### src/rtl/sort_6_frame_gather.sv
// Stream-to-frame gatherer for the 6-input sort network.
// Packs six consecutive valid/ready words into one registered frame on data_0..data_5.
// Optional feature macro: SORT_GATHER_FLUSH_EN adds a flush input that closes a partial
// frame, padding the unfilled lanes with PAD_VALUE and reporting their count on out_pad.
module sort_6_frame_gather #(
  parameter int unsigned       DATA_W    = 32,
  parameter logic [DATA_W-1:0] PAD_VALUE = {DATA_W{1'b1}},
  parameter int unsigned       CNT_W     = 16
) (
  input  logic              clk,
  input  logic              rst,
  input  logic              in_valid,
  output logic              in_ready,
  input  logic [DATA_W-1:0] in_data,
  output logic              out_valid,
  input  logic              out_ready,
  output logic [DATA_W-1:0] data_0,
  output logic [DATA_W-1:0] data_1,
  output logic [DATA_W-1:0] data_2,
  output logic [DATA_W-1:0] data_3,
  output logic [DATA_W-1:0] data_4,
  output logic [DATA_W-1:0] data_5,
  output logic [2:0]        out_pad,
  output logic [CNT_W-1:0]  frames_out
`ifdef SORT_GATHER_FLUSH_EN
  ,
  input  logic              flush
`endif
);

  localparam int unsigned LANES    = 6;
  localparam int unsigned ASM_N    = 5;
  localparam logic [2:0]  LAST_IDX = 3'd5;
  localparam logic [2:0]  FULL_CNT = 3'd5;

  logic [2:0]        wr_cnt;
  logic [DATA_W-1:0] asm_q  [ASM_N];
  logic [DATA_W-1:0] lane_q [LANES];
  logic [DATA_W-1:0] lane_d [LANES];

  logic       accept;
  logic       handoff;
  logic       bank_free;
  logic       frame_load;
  logic       flush_load;
  logic       bank_load;
  logic       flush_pend;
  logic [2:0] fill_cnt;
  logic [2:0] pad_d;

  assign bank_free  = !out_valid || out_ready;
  // out_ready only reaches in_ready when the next word would complete a frame.
  assign in_ready   = !rst && !flush_pend && ((wr_cnt != LAST_IDX) || bank_free);
  assign accept     = in_valid && in_ready;
  assign handoff    = out_valid && out_ready;
  assign frame_load = accept && (wr_cnt == LAST_IDX);
  assign bank_load  = frame_load || flush_load;

`ifdef SORT_GATHER_FLUSH_EN
  logic [2:0] wr_cnt_after;

  // Fill level once this cycle's accept is counted; a completing accept empties the bank.
  always_comb begin
    wr_cnt_after = wr_cnt;
    if (accept) begin
      wr_cnt_after = frame_load ? 3'd0 : wr_cnt + 3'd1;
    end
  end

  assign flush_load = flush_pend && bank_free;
  assign fill_cnt   = flush_load ? wr_cnt : FULL_CNT;
  assign pad_d      = flush_load ? 3'd6 - wr_cnt : 3'd0;

  // Flush request latch: armed only when words remain, released when the padded frame loads.
  always_ff @(posedge clk) begin
    if (rst) begin
      flush_pend <= 1'b0;
    end else if (flush_load) begin
      flush_pend <= 1'b0;
    end else if (flush && (wr_cnt_after != 3'd0)) begin
      flush_pend <= 1'b1;
    end
  end
`else
  assign flush_pend = 1'b0;
  assign flush_load = 1'b0;
  assign fill_cnt   = FULL_CNT;
  assign pad_d      = 3'd0;
`endif

  // Next frame contents: filled assembly lanes, then PAD_VALUE; lane 5 takes the live word on completion.
  always_comb begin
    for (int k = 0; k < int'(ASM_N); k++) begin
      lane_d[k] = (3'(k) < fill_cnt) ? asm_q[k] : PAD_VALUE;
    end
    lane_d[LANES-1] = frame_load ? in_data : PAD_VALUE;
  end

  // Write index of the assembly bank.
  always_ff @(posedge clk) begin
    if (rst) begin
      wr_cnt <= 3'd0;
    end else if (bank_load) begin
      wr_cnt <= 3'd0;
    end else if (accept) begin
      wr_cnt <= wr_cnt + 3'd1;
    end
  end

  // Assembly bank capture of words 0..4.
  always_ff @(posedge clk) begin
    for (int k = 0; k < int'(ASM_N); k++) begin
      if (accept && (wr_cnt == 3'(k))) begin
        asm_q[k] <= in_data;
      end
    end
  end

  // Output bank: loads a frame, holds it until handoff, keeps lanes after handoff.
  always_ff @(posedge clk) begin
    if (rst) begin
      out_valid <= 1'b0;
      out_pad   <= 3'd0;
      for (int k = 0; k < int'(LANES); k++) begin
        lane_q[k] <= '0;
      end
    end else if (bank_load) begin
      out_valid <= 1'b1;
      out_pad   <= pad_d;
      for (int k = 0; k < int'(LANES); k++) begin
        lane_q[k] <= lane_d[k];
      end
    end else if (handoff) begin
      out_valid <= 1'b0;
    end
  end

  // Handoff counter, wraps naturally.
  always_ff @(posedge clk) begin
    if (rst) begin
      frames_out <= '0;
    end else if (handoff) begin
      frames_out <= frames_out + CNT_W'(1);
    end
  end

  assign data_0 = lane_q[0];
  assign data_1 = lane_q[1];
  assign data_2 = lane_q[2];
  assign data_3 = lane_q[3];
  assign data_4 = lane_q[4];
  assign data_5 = lane_q[5];

endmodule

### config.mk
export PLATFORM = sky130hd
export DESIGN_NAME = sort_6_frame_gather
export DESIGN_NICKNAME = d
export VERILOG_FILES = /design/src/rtl/sort_6_frame_gather.sv
export SDC_FILE = /design/constraint.sdc
export NUM_CORES = 1
export LEC_CHECK = 0
export ABC_AREA = 0
export BUFFER_PORTS_ARGS = -buffer_cell sky130_fd_sc_hd__buf_2
export CORE_MARGIN = 1.5
export CORE_UTILIZATION = 49
export DETAILED_ROUTE_END_ITERATION = 16
export GPL_ROUTABILITY_DRIVEN = 0
export PLACE_DENSITY = 0.8
export SETUP_SLACK_MARGIN = 0.15
export SLEW_MARGIN = 30
export SYNTH_ARGS = -nofsm -noshare
export SYNTH_HDL_FRONTEND = slang
export SYNTH_SLANG_ARGS = --single-unit
### constraint.sdc
create_clock -name clk -period 4.23 [get_ports clk]
set_input_delay 1.0575 -clock clk [delete_from_list [all_inputs] [get_ports clk]]
set_output_delay 1.0575 -clock clk [all_outputs]
set_load 0.01 [all_outputs]
==> results.ini <==
[clocking]
cts_setup_buffers=0
numCtsBuffers=38
htree_num_levels=2
cts_tree=yes
clk-insertion-delay-late_ns=0.51
hold_buffers=0
clockRootBuffer=clkbuf_16
post_cts_resized=0
clkSinkCount=372
path_clk_slew_ns=0.05
cts.path.max_buffers=3

[final_layout]
nNetsFinal=991
final_common_cell=edfxtp_1
multi_input_area_um2=1800
ff_latch_area_um2=11000
final_cell_mix=edfxtp_1 (352), buf_2 (245), and2_1 (193), clkbuf_16 (39), dfxtp_1 (20)
drive_gt1_share_pct=31.9
instances_no_fill=1308
area_growth_syn_to_layout_pct=21.3
nFillCells=1889

[critical_path]
crit_path_frequent_cell=buf_2
crit_chain=buf_2 > a31oi_1 > buf_2
crit_fanout=22
reg2reg_depth=5
cp.required_ns=3.17
crit_path_end_kind=output port
critPathMaxStageDelay_ns=0.30
cp_num_cells=3
r2r_setup_slack_ns=1.71
r2r-end=lane_q[2][27]
arrival_ns=1.79
cp-start-kind=primary input
r2r_start=wr_cnt[0]
crit_start=rst
critPathSlowestCell=a31oi_1
cp_num_buf_inv=2
path_class=in -> out
crit_path_end=in_ready
cpLargestDelayFamily=buffers and inverters

[floorplanning]
dieArea_um2=27300
dieHeight_um=165
ioPinCount=249
die_width_um=165
initial_core_util_pct=49.7
rows=59
core_area_um2=26000

[yosys]
ys.flop_type=edfxtp_1
async_flop_share_pct=0
avgSynthCellArea_um2=18.9
yosysSeqAreaShare_pct=85.0
yosys_warnings=0
synth_cell_type_count=34
synth.cell_area_um2=12900
ys_ff_latch=372
synth_enable_flop_cells=352
syn_inst=685

[routing]
routed_wl_mm=23.4
vias_per_cell=4.84
drc=0
dr.max_layer_used=met4
wl_per_cell_um=17.9
drt_first_pass_iters=5
drtIter0Drc=485
wl_met1_mm=9.47
wl_met3_mm=1.64
detail-route-antenna-nets=0
num_vias=6332
dr_wl_met2_mm=11.7

[sta]
rsz0062_at_grt=no
hold_violations=0
finalMaxSlewViolations=0
relSlewSlack_pct=40.1
tns_ns=0
fin_crit_sh_pct=67.4
worst_clock_skew_ns=0.0209
worstMarginPinSlew_ns=0.898
fin_crit_ns=2.85
max_freq_ghz=0.351
setup_ws_ns=1.38
setup_viol=0

[global_routing]
grt_pass1_vias=5978
track_usage_pct=16.6
antenna_found_initial=1
overflow=0
grt_max_degree=194
grt_pass1_wl_mm=33.5

[run]
drv_cap=0

[power_and_ir_drop]
total_leakage_power_nw=6.07
ir_drop_mv=0.306
power_density_nw_per_um2=471

[placement]
hpwlAfterDp_mm=14.5
placed_cells=1243
numPortBuffers=245
place_ws_ns=1.03

[run_status]
status=completed

[hold_path]
min_path_type=reg -> reg

[kinds of logic (layout without fill, tap and decap cells)]
kind of cell             after synthesis  count (layout)  synth area share [%]
adder cells (fa/ha/maj)                6               6                 0.581
XOR/XNOR                              12              12                 0.814
AND/OR/NAND/NOR                      247             247                  11.7
other                                  1               4                0.0290
flip-flops                           372             372                  85.0
buffers and inverters                 34             319                  1.28
AO/OA/AOI/OAI                         13              13                 0.601
[tightest hold or removal path: cells and delay by family (launching register included)]
family,cells,cell delay [ns]
flip-flops,1,0.32
AO/OA/AOI/OAI,2,0.13
[metrics by stage]
stage	cell area [µm²]	hold WS, ns	util (%)	total power [mW]
after floorplan	12900	0.469	-	4.30
after detailed placement	14500	0.476	55.8	4.44
after global routing	15700	0.516	60.3	7.59
after CTS	15600	0.488	60.1	7.43
final	15700	0.492	60.3	7.37
after global placement	14500	0.467	55.8	4.43
[where the power goes]
group          switching [mW]  total (mW)  internal (mW)
Combinational           0.153       0.217         0.0640
Sequential             0.0272        4.14           4.11
Clock                    1.27        3.01           1.75
Total                    1.45        7.37           5.93
[layer usage]
metal	track usage (%)	vias up
met5	0	-
met4	5.88	0
met3	4.90	45
met2	28.0	194
met1	20.6	3097
li1	-	2996
[Yosys cell counts (2+ instances only)]
cell | instances | area share (%)
buf_2 | 3 | 0.12
a21oi_1 | 6 | 0.23
and4_1 | 2 | 0.14
buf_4 | 4 | 0.23
dfxtp_1 | 20 | 3.1
inv_1 | 5 | 0.15
nand4_1 | 6 | 0.29
o21ai_0 | 3 | 0.12
xnor2_1 | 2 | 0.14
ha_1 | 6 | 0.58
xor2_1 | 10 | 0.68
and2_1 | 196 | 9.5
and3_1 | 2 | 0.097
clkbuf_1 | 6 | 0.17
nand3_1 | 5 | 0.19
nand2_1 | 9 | 0.26
nor2_1 | 16 | 0.47
clkbuf_2 | 15 | 0.58
edfxtp_1 | 352 | 82
or3_1 | 3 | 0.15
[how the worst min path moves through the flow]
stage              startpoint        endpoint  slack [ns]  cells after the start
5_1_grt         asm_q[0][128]    lane_q[4][0]        0.52                      1
3_5_place_dp   frames_out[15]  frames_out[15]        0.48                      2
6_report       frames_out[15]  frames_out[15]        0.49                      2
2_1_floorplan       wr_cnt[1]       wr_cnt[1]        0.47                      2
4_1_cts        frames_out[15]  frames_out[15]        0.49                      2
3_3_place_gp   frames_out[15]  frames_out[15]        0.47                      2
[state kept, by name (all words and copies together) (netlist names)]
name        count
frames_out     16
wr_cnt          3
lane_q        192
asm_q         160
out_valid       1
[layout make-up]
| cell class | instances | area share (%) |
|---|---|---|
| inverters | 5 | 0.120 |
| diodes | 1 | 0.0160 |
| well taps | 335 | 2.68 |
| clock buffers | 48 | 6.45 |
| multi-input cells | 281 | 11.5 |
| flip-flops and latches | 372 | 70.1 |
| repair buffers | 251 | 8.49 |
| clock inverters | 15 | 0.695 |
No activity file was read; power rests on OpenSTA's default activity.
